`src/rtl/seq_mult_pkg.sv`:
```
// Shared definitions for the sequential left-shift multiplier.
package seq_mult_pkg;

   localparam int DEFAULT_WIDTH = 6;

   typedef enum logic [1:0] {
      IDLE = 2'd0,
      RUN  = 2'd1,
      FIX  = 2'd2,
      DONE = 2'd3
   } state_t;

endpackage

```
`src/rtl/seq_mult_ls_param_if.sv`:
```
// Operand / result handshake bundle for the sequential multiplier.
interface seq_mult_ls_param_if #(parameter int WIDTH = 6);

   logic               in_valid;
   logic               in_ready;
   logic               signed_mode;
   logic [WIDTH-1:0]   a;
   logic [WIDTH-1:0]   b;
   logic               out_valid;
   logic               out_ready;
   logic [2*WIDTH-1:0] product;

   modport slave (
      input  in_valid, signed_mode, a, b, out_ready,
      output in_ready, out_valid, product
   );

   modport master (
      output in_valid, signed_mode, a, b, out_ready,
      input  in_ready, out_valid, product
   );

endinterface

```
`src/rtl/seq_mult_ctrl.sv`:
```
// Sequencing for the multiplier: accept, WIDTH shift-add steps, sign fix, hold.
//
//   state | meaning
//   IDLE  | waiting for operands, in_ready high
//   RUN   | one shift-add iteration per cycle, WIDTH cycles
//   FIX   | apply result sign, load product, raise out_valid
//   DONE  | product held until the consumer takes it
module seq_mult_ctrl
   import seq_mult_pkg::*;
#(
   parameter int WIDTH = DEFAULT_WIDTH
)
(
   input  logic clk,
   input  logic rst,
   input  logic in_valid,
   input  logic out_ready,
   output logic in_ready,
   output logic out_valid,
   output logic accept,
   output logic run_step,
   output logic fix_step
);

   localparam int              CW   = $clog2(WIDTH + 1);
   localparam logic [CW-1:0]   LAST = CW'(WIDTH - 1);

   state_t        state;
   logic [CW-1:0] cnt;

   assign in_ready = (state == IDLE);
   assign accept   = in_valid && in_ready;
   assign run_step = (state == RUN);
   assign fix_step = (state == FIX);

   // State, iteration counter and registered out_valid.
   always_ff @(posedge clk or negedge rst) begin
      if (!rst) begin
         state     <= IDLE;
         cnt       <= '0;
         out_valid <= 1'b0;
      end else begin
         case (state)
            IDLE: begin
               if (in_valid) begin
                  cnt   <= '0;
                  state <= RUN;
               end
            end
            RUN: begin
               if (cnt == LAST) begin
                  state <= FIX;
               end else begin
                  cnt <= cnt + CW'(1);
               end
            end
            FIX: begin
               out_valid <= 1'b1;
               state     <= DONE;
            end
            DONE: begin
               if (out_ready) begin
                  out_valid <= 1'b0;
                  state     <= IDLE;
               end
            end
            default: state <= IDLE;
         endcase
      end
   end

endmodule

```
`src/rtl/seq_mult_ls_param.sv`:
```
// Sequential sign/magnitude multiplier: MSB-first left-shift accumulate,
// sign applied once at the end so the iteration loop is purely unsigned.
module seq_mult_ls_param
   import seq_mult_pkg::*;
#(
   parameter int WIDTH = DEFAULT_WIDTH
)
(
   input  logic              clk,
   input  logic              rst,
   seq_mult_ls_param_if.slave bus
);

   localparam int PW = 2 * WIDTH;

   logic             accept;
   logic             run_step;
   logic             fix_step;
   logic [WIDTH-1:0] mcand;
   logic [WIDTH-1:0] mplier;
   logic [PW-1:0]    acc;
   logic             sign;

   // Negating the most negative value wraps back to the same bit pattern,
   // which read as unsigned is exactly its magnitude.
   function automatic logic [WIDTH-1:0] magnitude(input logic [WIDTH-1:0] x,
                                                  input logic is_signed);
      return (is_signed && x[WIDTH-1]) ? -x : x;
   endfunction

   seq_mult_ctrl #(.WIDTH(WIDTH)) u_ctrl (
      .clk       (clk),
      .rst       (rst),
      .in_valid  (bus.in_valid),
      .out_ready (bus.out_ready),
      .in_ready  (bus.in_ready),
      .out_valid (bus.out_valid),
      .accept    (accept),
      .run_step  (run_step),
      .fix_step  (fix_step)
   );

   // Operand latch, shift-add iteration and signed product load.
   always_ff @(posedge clk or negedge rst) begin
      if (!rst) begin
         mcand       <= '0;
         mplier      <= '0;
         acc         <= '0;
         sign        <= 1'b0;
         bus.product <= '0;
      end else begin
         if (accept) begin
            mcand  <= magnitude(bus.a, bus.signed_mode);
            mplier <= magnitude(bus.b, bus.signed_mode);
            sign   <= bus.signed_mode & (bus.a[WIDTH-1] ^ bus.b[WIDTH-1]);
            acc    <= '0;
         end else if (run_step) begin
            acc    <= (acc << 1) + (mplier[WIDTH-1] ? PW'(mcand) : '0);
            mplier <= mplier << 1;
         end
         if (fix_step) begin
            bus.product <= sign ? -acc : acc;
         end
      end
   end

endmodule

```
`src/flat_wrapper.sv`:
```
// flat-port wrapper written by rule: the top's interface ports become plain ports
module seq_mult_ls_param_flat import seq_mult_pkg::*;
#(
   parameter int WIDTH = DEFAULT_WIDTH
)
  (clk, rst, bus_in_valid, bus_signed_mode, bus_a, bus_b, bus_out_ready, bus_in_ready, bus_out_valid, bus_product);
  seq_mult_ls_param_if #(.WIDTH(WIDTH)) bus_i ();
  input  logic clk;
  input  logic rst;
  input wire logic [$bits(bus_i.in_valid)-1:0] bus_in_valid;
  input wire logic [$bits(bus_i.signed_mode)-1:0] bus_signed_mode;
  input wire logic [$bits(bus_i.a)-1:0] bus_a;
  input wire logic [$bits(bus_i.b)-1:0] bus_b;
  input wire logic [$bits(bus_i.out_ready)-1:0] bus_out_ready;
  output wire logic [$bits(bus_i.in_ready)-1:0] bus_in_ready;
  output wire logic [$bits(bus_i.out_valid)-1:0] bus_out_valid;
  output wire logic [$bits(bus_i.product)-1:0] bus_product;
  assign bus_i.in_valid = bus_in_valid;
  assign bus_i.signed_mode = bus_signed_mode;
  assign bus_i.a = bus_a;
  assign bus_i.b = bus_b;
  assign bus_i.out_ready = bus_out_ready;
  assign bus_in_ready = bus_i.in_ready;
  assign bus_out_valid = bus_i.out_valid;
  assign bus_product = bus_i.product;
  seq_mult_ls_param #(.WIDTH(WIDTH)) u_core (.clk(clk), .rst(rst), .bus(bus_i));
endmodule
```
`config.mk`:
```
export PLATFORM = sky130hd
export DESIGN_NAME = seq_mult_ls_param_flat
export DESIGN_NICKNAME = d
export VERILOG_FILES = /design/src/rtl/seq_mult_pkg.sv /design/src/rtl/seq_mult_ls_param_if.sv /design/src/rtl/seq_mult_ctrl.sv /design/src/rtl/seq_mult_ls_param.sv /design/src/flat_wrapper.sv
export SDC_FILE = /design/constraint.sdc
export NUM_CORES = 1
export LEC_CHECK = 0
export ABC_AREA = 1
export CAP_MARGIN = 5
export CORE_ASPECT_RATIO = 0.8
export CORE_MARGIN = 2
export CORE_UTILIZATION = 33
export DETAILED_ROUTE_END_ITERATION = 8
export PLACE_DENSITY = 0.49
export SYNTH_ARGS = -nofsm -noshare
export SYNTH_HDL_FRONTEND = slang
export SYNTH_SLANG_ARGS = --single-unit
```
`constraint.sdc`:
```
create_clock -name clk -period 5.1 [get_ports clk]
set_input_delay 1.02 -clock clk [delete_from_list [all_inputs] [get_ports clk]]
set_output_delay 1.02 -clock clk [all_outputs]
set_load 0.02 [all_outputs]
```
==> flow_summary.ini <==
[global_route]
antenna_found_initial = 0
grt_use_total = 0.156
gr-total-overflow = 0
grt_pass1_vias = 2293
grt_pass1_wl_um = 11200
grt_start_max_net_pins = 44

[clock_network]
cts_max_level = 2
cts_buffers = 5
insertion_delay_ns = 0.30
clockBufferDepth = 2
cts_sinks = 43
cts_hold_buf = 0
cts_setup_buffers = 0
clk_pin_slew_ns = 0.09
ctsResizeCount = 0
cts_root_buffer = clkbuf_8
cts_tree = done

[routing]
post_drt_wl_per_cell_um = 12.5
drt-initial-drc-count = 114
routed_via_density = 4.72
drt-total-wl_um = 6190
drcViolationCount = 0
final_antenna_net_count = 0
num_vias = 2346
drtPass1Iterations = 6

[timing]
rsz0062_at_grt = false
hold_violations = 0
tightest_slew_ns = 1.00
slew_headroom = 0.332
tns_ns = 0
fmax_ghz = 0.367
finalMaxSlewViolations = 0
post-route-min-period_ns = 2.72
skew_ns = 0.0115
period_share = 0.534
setup_viol_count_final = 0

[worst_setup_path]
endpoint_kind = primary output
critPathLaunchType = flop
worstPathMaxFanout = 4
required_ns = 4.08
critPathKind = reg2out
critPathArrivalTime_ns = 1.70

[die]
start_util = 0.341
die_area_um2 = 8910
fp.dieH_um = 84.8
die_x_um = 105
io_pins = 31
rows = 29
coreArea_um2 = 7910

[final_layout]
area.growth.synth_to_final_pct = 18.2
final_common_cell = nand2_1
mostFrequentLayoutCells = nand2_1 (102), inv_1 (43), nand3_1 (43), dfrtp_1 (43), o21ai_0 (31)
drive_gt1_frac = 0.0617
final_area_um2 = 3190
n_antenna_cell = 0
fin_nets = 420

[placed_design]
dp_hpwl_um = 4660
postPlaceCellArea_um2 = 3070
io_buffers = 30
gp_congestion = 0.822

[outcome]
status = complete, no violations

[logic_synthesis]
ys_types = 35
synth_edf_count = 0
yosys.area.top_type = dfrtp_1
synth-seq-cells = 43
ys_seq_area_frac = 0.399
netlist_instances = 358
syn_avg_cell_area_um2 = 7.53
synthFlopType = dfrtp_1
synthesis.nets = 390
synth_top_area_frac = 0.399
yosysWarnings = 0
async_flop_share = 1.00
synthesis.area_um2 = 2700
yosys-top-cells-area = dfrtp_1 (40%), nand2_1 (14%), nand3_1 (8.0%)

[power]
vdd_drop_max_mv = 0.209
power.density_nw_per_um2 = 501
leakagePower_nw = 1.59

[flow_run]
maxCapViolations = 0

[hold_path]
hold_class = reg2reg
[area by class of cell]
| type | instances | area [µm²] |
|---|---|---|
| fillers | 858 | 4720 |
| multi-input cells | 261 | 1390 |
| clock buffers | 5 | 68.8 |
| repair buffers | 30 | 295 |
| flip-flops and latches | 43 | 1080 |
| well taps | 108 | 135 |
| inverters | 47 | 176 |
| clock inverters | 3 | 43.8 |
[worst paths after layout]
check	start	end	slack [ns]	depth (start not counted)
max	u_core.u_ctrl.state[1]	bus_in_ready	2.38	3
min	u_core.bus.product[10]	u_core.bus.product[10]	0.48	2
max reg2reg	u_core.mplier[5]	u_core.acc[5]	3.19	10
min reg2reg	u_core.bus.product[10]	u_core.bus.product[10]	0.48	2
max in group asynchronous	rst	u_core.acc[10]	3.59	1
min in group asynchronous	rst	u_core.mcand[3]	0.88	1
[layer usage]
layer  GRT usage  vias up  share of wire
li1            -     1226              -
met1       0.240     1055           0.55
met2       0.221       57           0.38
met3      0.0292        8          0.055
met4      0.0448        0          0.011
met5           0        -              0
[power breakdown]
| group | switching [mW] | total (mW) | internal (mW) |
|---|---|---|---|
| Sequential | 0.116 | 0.580 | 0.464 |
| Clock | 0.128 | 0.275 | 0.146 |
| Combinational | 0.456 | 0.741 | 0.285 |
| Total | 0.700 | 1.60 | 0.895 |
[Yosys cell counts (2+ instances only)]
master	number
nand2_1	102
nand2_2	3
nand3_1	43
buf_4	2
inv_1	43
o211ai_1	3
dfrtp_1	43
nor2_1	21
o221ai_1	2
xnor2_1	2
or2_2	3
nand4_1	4
ha_1	14
o21ai_0	31
o21ai_1	3
a21oi_1	11
buf_6	2
inv_2	2
nand2_4	2
clkinv_1	2
xor2_1	6
[flip-flops by register name, summed over array words and instances (netlist names)]
signal                   count
u_core.sign                  1
u_core.mcand                 6
u_core.u_ctrl.cnt            3
u_core.u_ctrl.state          2
u_core.acc                  12
u_core.mplier                6
u_core.u_ctrl.out_valid      1
u_core.bus.product          12
[critical path: stages (launching register included)]
cell and delay (ns):
dfrtp_1 0.41, inv_1 0.10, ha_1 0.25, clkdlybuf4s50_1 0.64
[kinds of logic after synthesis]
family	share of synthesized area
adder cells (fa/ha/maj)	0.0724
AND/OR/NAND/NOR	0.288
flip-flops	0.399
buffers and inverters	0.0845
AO/OA/AOI/OAI	0.130
XOR/XNOR	0.0260
[metrics by stage]
| stage | hold WS, ns | utilization | instances | power, mW | setup WS (ns) |
|---|---|---|---|---|---|
| CTS | 0.492 | 0.403 | 497 | 1.61 | 2.36 |
| finish | 0.483 | 0.403 | 497 | 1.60 | 2.38 |
| floorplan | 0.448 | - | 358 | 1.12 | 3.30 |
| global placement | 0.463 | 0.389 | 489 | 1.33 | 2.55 |
| detailed placement | 0.466 | 0.389 | 489 | 1.33 | 2.51 |
| global route | 0.512 | 0.403 | 497 | 1.75 | 2.29 |
No activity file was read; power rests on OpenSTA's default activity.
